`config.mk`:
```
export PLATFORM = sky130hd
export DESIGN_NAME = prog_loader_flat
export DESIGN_NICKNAME = d
export VERILOG_FILES = /design/src/rtl/loader_pkg.sv /design/src/rtl/prog_loader_if.sv /design/src/rtl/word_packer.sv /design/src/rtl/prog_loader.sv /design/src/flat_wrapper.sv
export SDC_FILE = /design/constraint.sdc
export NUM_CORES = 1
export LEC_CHECK = 0
export CORE_ASPECT_RATIO = 1.1
export CORE_UTILIZATION = 40
export CTS_CLUSTER_SIZE = 24
export DETAILED_ROUTE_END_ITERATION = 10
export PLACE_DENSITY_LB_ADDON = 0.25
export SLEW_MARGIN = 30
export SYNTH_ARGS = -nofsm -noshare
export SYNTH_HDL_FRONTEND = slang
export SYNTH_HIERARCHICAL = 1
export SYNTH_SLANG_ARGS = --single-unit
```
`constraint.sdc`:
```
create_clock -name i_clk -period 4.1 [get_ports i_clk]
set_input_delay 0.82 -clock i_clk [delete_from_list [all_inputs] [get_ports i_clk]]
set_output_delay 0.82 -clock i_clk [all_outputs]
set_load 0.02 [all_outputs]
```
`src/rtl/loader_pkg.sv`:
```
// rtl/loader_pkg.sv - shared types and helpers for the program loader
package loader_pkg;

    typedef enum logic [2:0] {
        LEN_LO = 3'd0,
        LEN_HI = 3'd1,
        DATA   = 3'd2,
        WRITE  = 3'd3,
        DONE   = 3'd4,
        ERR    = 3'd5
    } state_t;

    // Bytes per instruction word.
    function automatic int bpi(input int instr_w);
        return instr_w / 8;
    endfunction

endpackage

```
`src/rtl/prog_loader_if.sv`:
```
// rtl/prog_loader_if.sv - byte-stream input and imem write port of the loader
interface prog_loader_if #(
    parameter int INSTR_W = 16,
    parameter int ADDR_W  = 8
);
    logic [7:0]         rx_data;
    logic               rx_valid;
    logic               rx_ready;
    logic               imem_we;
    logic [ADDR_W-1:0]  imem_addr;
    logic [INSTR_W-1:0] imem_wdata;

    // Source side: drives the byte stream, observes the memory writes.
    modport master (
        output rx_data, rx_valid,
        input  rx_ready, imem_we, imem_addr, imem_wdata
    );

    // Loader side.
    modport slave (
        input  rx_data, rx_valid,
        output rx_ready, imem_we, imem_addr, imem_wdata
    );
endinterface

```
`src/rtl/word_packer.sv`:
```
// rtl/word_packer.sv - assembles little-endian instruction words from bytes
module word_packer
    import loader_pkg::*;
#(
    parameter int INSTR_W = 16
) (
    input  logic               i_clk,
    input  logic               i_reset,
    input  logic [7:0]         i_byte,
    input  logic               i_strobe,
    input  logic               i_clear,
    output logic [INSTR_W-1:0] o_word,
    output logic               o_word_full
);
    localparam int BPI = bpi(INSTR_W);
    localparam int CW  = (BPI > 1) ? $clog2(BPI) : 1;

    logic [CW-1:0]      r_cnt;
    logic [INSTR_W-1:0] r_word;
    logic [INSTR_W-1:0] w_merged;

    // The word including the byte being strobed now, so the FSM can capture
    // a complete word on the same edge that accepts its last byte.
    always_comb begin
        w_merged = r_word;
        for (int b = 0; b < BPI; b++) begin
            if (r_cnt == CW'(b)) begin
                w_merged[b*8 +: 8] = i_byte;
            end
        end
    end

    assign o_word      = w_merged;
    assign o_word_full = i_strobe && (r_cnt == CW'(BPI - 1));

    // Byte counter and shift-in register; counter wraps when a word completes.
    always_ff @(posedge i_clk) begin
        if (i_reset || i_clear) begin
            r_cnt <= '0;
            if (i_reset) begin
                r_word <= '0;
            end
        end else if (i_strobe) begin
            r_word <= w_merged;
            r_cnt  <= o_word_full ? '0 : r_cnt + CW'(1);
        end
    end
endmodule

```
`src/rtl/prog_loader.sv`:
```
// rtl/prog_loader.sv - loads a byte-stream program image into instruction memory
module prog_loader
    import loader_pkg::*;
#(
    parameter int INSTR_W = 16,
    parameter int ADDR_W  = 8
) (
    input  logic            i_clk,
    input  logic            i_reset,
    prog_loader_if.slave    bus,
    output logic            o_core_hold,
    output logic            o_load_done,
    output logic            o_load_err,
    output logic [ADDR_W:0] o_instr_count
);
    localparam logic [16:0] CAP = 17'(1) << ADDR_W;

    state_t             r_state;
    logic               r_rx_ready;
    logic               r_imem_we;
    logic [ADDR_W-1:0]  r_imem_addr;
    logic [INSTR_W-1:0] r_imem_wdata;
    logic               r_core_hold;
    logic               r_load_done;
    logic               r_load_err;
    logic [ADDR_W:0]    r_instr_count;
    logic [7:0]         r_len_lo;
    logic [ADDR_W:0]    r_idx;

    logic               w_xfer;
    logic [16:0]        w_len;
    logic [ADDR_W:0]    w_idx_next;
    logic [INSTR_W-1:0] w_word;
    logic               w_word_full;

    assign w_xfer     = bus.rx_valid && r_rx_ready;
    assign w_len      = {1'b0, bus.rx_data, r_len_lo};
    assign w_idx_next = r_idx + {{ADDR_W{1'b0}}, 1'b1};

    word_packer #(.INSTR_W(INSTR_W)) u_packer (
        .i_clk       (i_clk),
        .i_reset     (i_reset),
        .i_byte      (bus.rx_data),
        .i_strobe    (w_xfer && (r_state == DATA)),
        .i_clear     (r_state != DATA),
        .o_word      (w_word),
        .o_word_full (w_word_full)
    );

    // Loader FSM; every output is registered on the transition that defines it.
    always_ff @(posedge i_clk) begin
        if (i_reset) begin
            r_state       <= LEN_LO;
            r_rx_ready    <= 1'b0;
            r_imem_we     <= 1'b0;
            r_imem_addr   <= '0;
            r_imem_wdata  <= '0;
            r_core_hold   <= 1'b1;
            r_load_done   <= 1'b0;
            r_load_err    <= 1'b0;
            r_instr_count <= '0;
            r_len_lo      <= '0;
            r_idx         <= '0;
        end else begin
            r_imem_we <= 1'b0;
            case (r_state)
                LEN_LO: begin
                    r_rx_ready <= 1'b1;
                    if (w_xfer) begin
                        r_len_lo <= bus.rx_data;
                        r_state  <= LEN_HI;
                    end
                end
                LEN_HI: begin
                    if (w_xfer) begin
                        r_instr_count <= w_len[ADDR_W:0];
                        if (w_len == 17'd0) begin
                            r_state     <= DONE;
                            r_rx_ready  <= 1'b0;
                            r_core_hold <= 1'b0;
                            r_load_done <= 1'b1;
                        end else if (w_len > CAP) begin
                            r_state    <= ERR;
                            r_rx_ready <= 1'b0;
                            r_load_err <= 1'b1;
                        end else begin
                            r_state <= DATA;
                        end
                    end
                end
                DATA: begin
                    if (w_xfer && w_word_full) begin
                        r_state      <= WRITE;
                        r_rx_ready   <= 1'b0;
                        r_imem_we    <= 1'b1;
                        r_imem_addr  <= r_idx[ADDR_W-1:0];
                        r_imem_wdata <= w_word;
                    end
                end
                WRITE: begin
                    r_idx <= w_idx_next;
                    if (w_idx_next < r_instr_count) begin
                        r_state    <= DATA;
                        r_rx_ready <= 1'b1;
                    end else begin
                        r_state     <= DONE;
                        r_core_hold <= 1'b0;
                        r_load_done <= 1'b1;
                    end
                end
                DONE, ERR: begin
                    r_rx_ready <= 1'b0;
                end
                default: begin
                    r_state    <= LEN_LO;
                    r_rx_ready <= 1'b0;
                end
            endcase
        end
    end

    assign bus.rx_ready   = r_rx_ready;
    assign bus.imem_we    = r_imem_we;
    assign bus.imem_addr  = r_imem_addr;
    assign bus.imem_wdata = r_imem_wdata;
    assign o_core_hold    = r_core_hold;
    assign o_load_done    = r_load_done;
    assign o_load_err     = r_load_err;
    assign o_instr_count  = r_instr_count;
endmodule

```
`src/flat_wrapper.sv`:
```
// flat-port wrapper written by rule: the top's interface ports become plain ports
module prog_loader_flat import loader_pkg::*;
#(
    parameter int INSTR_W = 16,
    parameter int ADDR_W  = 8
)
  (i_clk, i_reset, o_core_hold, o_load_done, o_load_err, o_instr_count, bus_rx_data, bus_rx_valid, bus_rx_ready, bus_imem_we, bus_imem_addr, bus_imem_wdata);
  prog_loader_if #(.INSTR_W(INSTR_W), .ADDR_W(ADDR_W)) bus_i ();
  input  logic i_clk;
  input  logic i_reset;
  output logic o_core_hold;
  output logic o_load_done;
  output logic o_load_err;
  output logic [ADDR_W:0] o_instr_count;
  input wire logic [$bits(bus_i.rx_data)-1:0] bus_rx_data;
  input wire logic [$bits(bus_i.rx_valid)-1:0] bus_rx_valid;
  output wire logic [$bits(bus_i.rx_ready)-1:0] bus_rx_ready;
  output wire logic [$bits(bus_i.imem_we)-1:0] bus_imem_we;
  output wire logic [$bits(bus_i.imem_addr)-1:0] bus_imem_addr;
  output wire logic [$bits(bus_i.imem_wdata)-1:0] bus_imem_wdata;
  assign bus_i.rx_data = bus_rx_data;
  assign bus_i.rx_valid = bus_rx_valid;
  assign bus_rx_ready = bus_i.rx_ready;
  assign bus_imem_we = bus_i.imem_we;
  assign bus_imem_addr = bus_i.imem_addr;
  assign bus_imem_wdata = bus_i.imem_wdata;
  prog_loader #(.INSTR_W(INSTR_W), .ADDR_W(ADDR_W)) u_core (.i_clk(i_clk), .i_reset(i_reset), .bus(bus_i), .o_core_hold(o_core_hold), .o_load_done(o_load_done), .o_load_err(o_load_err), .o_instr_count(o_instr_count));
endmodule
```
# --- Word-level counts from Yosys, hierarchy flattened ---
# Cells that the tools add are included.
word_totals:
  reg_bits: 75
  in_bits: 11
  out_inout_bits: 38
  wordCells: 81
op_classes:
  n_addsub: 2
  order_cmp: 2
  n_eq_ne: 14
  mux: 28
  bitwise_logic: 3
  reduce_logical: 19
ops:
  columns: ["cell", "n"]
  rows:
  - ["$mux W16", 3]
  - ["$mux W3", 6]
  - ["$logic_not A17 Y1", 1]
  - ["$gt A16 B9 Y1 const B", 1]
  - ["$mux W8", 2]
  - ["$reduce_and A4 Y1", 4]
  - ["$pmux W3 S5", 1]
  - ["$mux W1", 13]
  - ["$add A9 B1 Y9 const B", 1]
  - ["$lt A9 B9 Y1", 1]
  - ["$ne A2 B1 Y1 const B", 4]
  - ["$reduce_and A2 Y1", 4]
  - ["$eq A3 B2 Y1 const B", 2]
  - ["$eq A3 B3 Y1 const B", 2]
  - ["$ne A2 B2 Y1 const B", 3]
  - ["$logic_and A1 B1 Y1", 4]
  - ["$pmux W1 S2", 2]
  - ["$pmux W1 S4", 1]
  - ["$reduce_bool A2 Y1", 2]
  - ["$reduce_or A2 Y1", 2]
  - ["$eq A3 B1 Y1 const B", 1]
  - ["$logic_not A3 Y1", 1]
  - ["$ne A3 B1 Y1 const B", 1]
  - ["$ne A3 B2 Y1 const B", 1]
  - ["other kinds (3)", 5]

# --- Logic depth before layout (Yosys ltp) ---
logic_depth:
  depth_word: 6
  depth_mapped: 12
  mapped_depth_nobuf: 11

# --- Hierarchy ---
# Netlist, hierarchy kept.
modules_own_cells:
  columns: ["mod", "n_inst", "cells_per_inst", "area_each_um2", "seq_area_each_um2"]
  rows:
  - ["prog_loader", 1, 325, 2553.7, 1161.1]
  - ["word_packer", 1, 59, 962.2, 500.5]

# --- Worst setup path after synthesis ---
# OpenSTA, ideal clock, no wires.
synth_path:
  kind: "reg2reg"
  startpoint: "register u_core.r_idx[0]"
  endpoint: "register u_core.r_rx_ready, in the netlist u_core/bus.rx_ready"
  setup_ns: 0.060
  arrival_time_ns: 2.499
  path_slack_ns: 1.541
  path_stages_with_launch: 13
  n_path_buf: 1
  period_less_slack_ns: 2.559
  path_cell_list: "dfxtp_1 -> ha_1 -> nand3_1 -> or2_0 -> clkbuf_1 -> nor2_1 -> xor2_1 -> ha_1 -> a21oi_1 -> o21ai_0 -> a31o_2 -> o21ai_0 -> a41o_1"
synth_between:
  elab_chain_len: 4
synth_lines:
  columns: ["element", "line_no", "source"]
  rows:
  - ["start: declaration", "prog_loader.sv:28", "logic [ADDR_W:0] r_idx;"]
  - ["start signal: assignment", "prog_loader.sv:101", "r_idx <= w_idx_next;"]
  - ["$add A9 B1 Y9", "prog_loader.sv:38", "assign w_idx_next = r_idx + {{ADDR_W{1'b0}}, 1'b1};"]
  - ["net u_core.w_idx_next[8]", "prog_loader.sv:32", "logic [ADDR_W:0] w_idx_next;"]
  - ["$lt A9 B9 Y1", "prog_loader.sv:102", "if (w_idx_next < r_instr_count) begin"]
  - ["$ne A2 B1 Y1 (no line)", null, null]
  - ["$reduce_and A4 Y1 (no line)", null, null]
  - ["end signal: assignment", "prog_loader.sv:104", "r_rx_ready <= 1'b1;"]
  - ["end signal: assignment", "prog_loader.sv:112", "r_rx_ready <= 1'b0;"]
  - ["end signal: assignment", "prog_loader.sv:116", "r_rx_ready <= 1'b0;"]
  - ["end: declaration", "prog_loader.sv:19", "logic r_rx_ready;"]
# The timed path passes the listed nets, and every way through them passes these cells.
# A chain may end at the register's enable or synchronous reset.

# --- Worst setup path after layout ---
layout_path:
  startpoint: "register u_core.r_idx[0]"
  endpoint: "register u_core.r_load_done, in the netlist u_core/o_load_done"
layout_between:
  elab_chain_len: 4
layout_lines:
  columns: ["element", "line_no", "source"]
  rows:
  - ["$add A9 B1 Y9", "prog_loader.sv:38", null]
  - ["net u_core.w_idx_next[8]", "prog_loader.sv:32", null]
  - ["$lt A9 B9 Y1", "prog_loader.sv:102", null]
  - ["$ne A2 B2 Y1 (no line)", null, null]
  - ["$reduce_and A4 Y1 (no line)", null, null]
  - ["end signal: assignment", "prog_loader.sv:59", "r_load_done <= 1'b0;"]
  - ["end signal: assignment", "prog_loader.sv:81", "r_load_done <= 1'b1;"]
  - ["end signal: assignment", "prog_loader.sv:108", "r_load_done <= 1'b1;"]
  - ["end: declaration", "prog_loader.sv:24", "logic r_load_done;"]
# The timed path passes the listed nets, and every way through them passes these cells.

==> results.toml <==
[sta]
finalWorstPathRequiredPeriod_ns = 2.937
timing.final.setup_violations = 0
transition_time_of_the_tightest_slew_check_pin_ns = 0.8547
layout_worst_path_cycle_share_pct = 71.64
drv_slew = 0
aggregate_negative_setup_slack_ns = 0
worst_slew_margin_rel_pct = 42.88
clock_skew_ns = 0.008961
max_clock_freq_mhz = 340.4
layout_setup_ws_ns = 1.163
timing.final.hold_violations = 0
grt_setup_unrepaired = "no"

[flow_run]
max_cap_violations = 0

[floorplan]
die_h_um = 100.3
boundaryPins = 49
fp-row-count = 35
fp.dieArea_um2 = 9169
floorplan.initialDensity_pct = 41.60
placeable_core_region_um2 = 8452
floorplan.die.width_um = 91.39

[routing]
drc = 0
post_drt_via_cell_ratio = 5.076
drtIter0Drc = 176
drt-pass1-iter-count = 4
drt-total-wl_um = 7436
drt.antenna.violating_nets = 0
detail_route.wl_per_cell_um = 13.80
vias = 2736

[pwr]
max-vdd-ir-drop_uv = 213.0
power-per-cell-area_nw_per_um2 = 349.3
static-leakage-power_uw = 0.001467
total_power_uw = 1479

[setup_path]
cp.required_ns = 4.31
max_fanout_on_critical_path = 5
worstPathArrival_ns = 3.14
critical_path.startpoint_type = "flip-flop"
timing.critical_path.to_type = "flip-flop"
criticalPathCategory = "reg2reg"

[place]
detailedPlacementHpwl_um = 5109
placed_area_um2 = 4010
post-place-ws_ns = 0.9772
place.port_buffers = 48
globalplace.congestion = 0.7694

[final_layout]
design_area_um2 = 4233
drive_gt1_share_pct = 11.68
mostFrequentLayoutCell = "sky130_fd_sc_hd__nand2_1"
antenna_cells = 0
design.final.nets = 443
flow.area_growth_from_synthesis_pct = 20.39
fill_cells = 813
layout.cells.most_common_list = "sky130_fd_sc_hd__nand2_1 (90), sky130_fd_sc_hd__dfxtp_1 (59), sky130_fd_sc_hd__a21oi_1 (52), sky130_fd_sc_hd__clkdlybuf4s50_1 (47), sky130_fd_sc_hd__edfxtp_1 (16)"

[clock_network]
cts_sinks = 75
cts_hold_buf = 0
cts_repair_resize_count = 0
clock_tree_from_tritoncts = "built"
cts.reportedPaths.clkPinSlew_ns = 0.08
cts_root_buffer = "sky130_fd_sc_hd__clkbuf_8"
deepest_level_of_the_cts_h_tree = 3
cts-buffers-inserted = 9
worst_skew_pair.late_latency_ns = 0.34
postCtsSetupBuffers = 0
max-clock-path-buffers = 2

[global_route]
antenna_found_initial = 0
global_route.usage.met2_pct = 29.44
grt_use_total_pct = 17.61
gr-total-overflow = 0
gr-max-usage-layer = "met2"
vias_in_the_first_global_route = 2724
global_route.usage.met3_pct = 2.727
grt_pass1_wl_um = 12680
largest_net_degree_at_the_start_of_global_routing = 63
global_route.usage.met1_pct = 22.36

[yosys]
ys_types = 41
seq_area_frac_synth_pct = 47.26
synthesis.nets = 404
top_cells_by_area_in_the_synthesized_netlist = "sky130_fd_sc_hd__dfxtp_1 (34%), sky130_fd_sc_hd__edfxtp_1 (14%), sky130_fd_sc_hd__nand2_1 (9.6%), sky130_fd_sc_hd__a21oi_1 (7.4%), sky130_fd_sc_hd__mux2_4 (3.4%)"
synthDominantCellAreaShare_pct = 33.59
synthesis.area_um2 = 3516
synth.avg_cell_area_um2 = 9.156
synth_async_sr_flop_share_pct = 0
post-synth-top-area-cell = "sky130_fd_sc_hd__dfxtp_1"
syn_inst = 384
synth.yosys.warnings = 6
number_of_register_bits_inferred_by_synthesis = 75
dominantRegCellSynth = "sky130_fd_sc_hd__dfxtp_1"
number_of_enable_type_register_cells_in_the_synthesized_netlist = 16

[worst_hold_path]
hold_class = "reg2reg"

[outcome]
run_status = "finished, final reports clean"
-- kinds of logic after synthesis --
family	synth area share, %
adders and majority gates	3.203
muxes	5.979
and+or+nand+nor	23.49
DFF	47.26
xor gates and xnor gates	3.238
AOI/OAI and AO/OA	11.49
buffers and inverters	5.338
-- metrics by stage --
| stage | util [%] | hold slack, ns | cells |
|---|---|---|---|
| finish | 50.08 | 0.4596 | 539 |
| global route | 50.08 | 0.4820 | 539 |
| CTS | 50.02 | 0.4641 | 539 |
| detailed placement | 47.45 | 0.4505 | 523 |
| global placement | 47.45 | 0.4470 | 523 |
| floorplan | - | 0.4448 | 384 |
-- layout make-up --
cell class,count,area [um2],area share (%)
clock buffers,14,205.2,4.848
well taps,111,138.9,3.281
repair buffers,51,498.0,11.76
clock inverters,2,12.51,0.2956
multi-input cells,274,1672,39.49
flip-flops and latches,75,1662,39.26
inverters,12,45.04,1.064
-- per-layer routing --
layer  part of all wire [%]  vias to the layer above
met5                      0                        -
met3                    3.7                       10
li1                       -                     1371
met2                     49                       52
met4                    1.4                        0
met1                     46                     1303
-- registers in the layout, summed over array words and instances (netlist names), 3 cells and up --
register and count:
u_core/bus.imem_addr 8, u_core/bus.imem_wdata 16, u_core/o_instr_count 9, u_core/r_idx 9
u_core/r_len_lo 8, u_core/r_state 3, u_core/u_packer/r_word 16
-- worst paths after layout --
path                                          startpoint                       end  slack, ns  cells after the start
worst max-delay path                     u_core/r_idx[0]        u_core/o_load_done       1.16                     11
worst min-delay path            u_core/bus.imem_wdata[7]  u_core/bus.imem_wdata[7]       0.46                      2
worst max register to register           u_core/r_idx[0]        u_core/o_load_done       1.16                     11
worst min register to register  u_core/bus.imem_wdata[7]  u_core/bus.imem_wdata[7]       0.46                      2
-- worst max-delay path, stage by stage (launching register included) --
cell                      delay (ns)
sky130_fd_sc_hd__dfxtp_1        0.43
sky130_fd_sc_hd__ha_1           0.25
sky130_fd_sc_hd__nand3_1        0.17
sky130_fd_sc_hd__or2_0          0.34
sky130_fd_sc_hd__nor2_1         0.16
sky130_fd_sc_hd__xor2_1         0.16
sky130_fd_sc_hd__ha_1           0.26
sky130_fd_sc_hd__a21oi_1        0.12
sky130_fd_sc_hd__o21ai_0        0.10
sky130_fd_sc_hd__a31o_2         0.24
sky130_fd_sc_hd__o21ai_0        0.42
sky130_fd_sc_hd__a31oi_1        0.15
-- power breakdown --
group / leakage (uW) / switching (uW) / internal (uW)
sequential: 0.000642 / 12.8 / 768
combinational: 0.000716 / 58.9 / 44.0
clock: 0.000109 / 269 / 326
-- cell usage after synthesis (3+ instances only) --
| master | n |
|---|---|
| sky130_fd_sc_hd__a21o_1 | 3 |
| sky130_fd_sc_hd__a21oi_1 | 52 |
| sky130_fd_sc_hd__buf_6 | 4 |
| sky130_fd_sc_hd__clkbuf_1 | 13 |
| sky130_fd_sc_hd__dfxtp_1 | 59 |
| sky130_fd_sc_hd__edfxtp_1 | 16 |
| sky130_fd_sc_hd__ha_1 | 9 |
| sky130_fd_sc_hd__inv_1 | 12 |
| sky130_fd_sc_hd__mux2_2 | 8 |
| sky130_fd_sc_hd__mux2_4 | 8 |
| sky130_fd_sc_hd__nand2_1 | 90 |
| sky130_fd_sc_hd__nand3_1 | 12 |
| sky130_fd_sc_hd__nor2_1 | 15 |
| sky130_fd_sc_hd__nor2b_1 | 9 |
| sky130_fd_sc_hd__nor2b_4 | 8 |
| sky130_fd_sc_hd__nor3_1 | 5 |
| sky130_fd_sc_hd__nor4_1 | 6 |
| sky130_fd_sc_hd__o21ai_0 | 8 |
| sky130_fd_sc_hd__or3_1 | 6 |
| sky130_fd_sc_hd__xnor2_1 | 9 |
| sky130_fd_sc_hd__xor2_1 | 4 |
No activity file was read; power rests on OpenSTA's default activity.
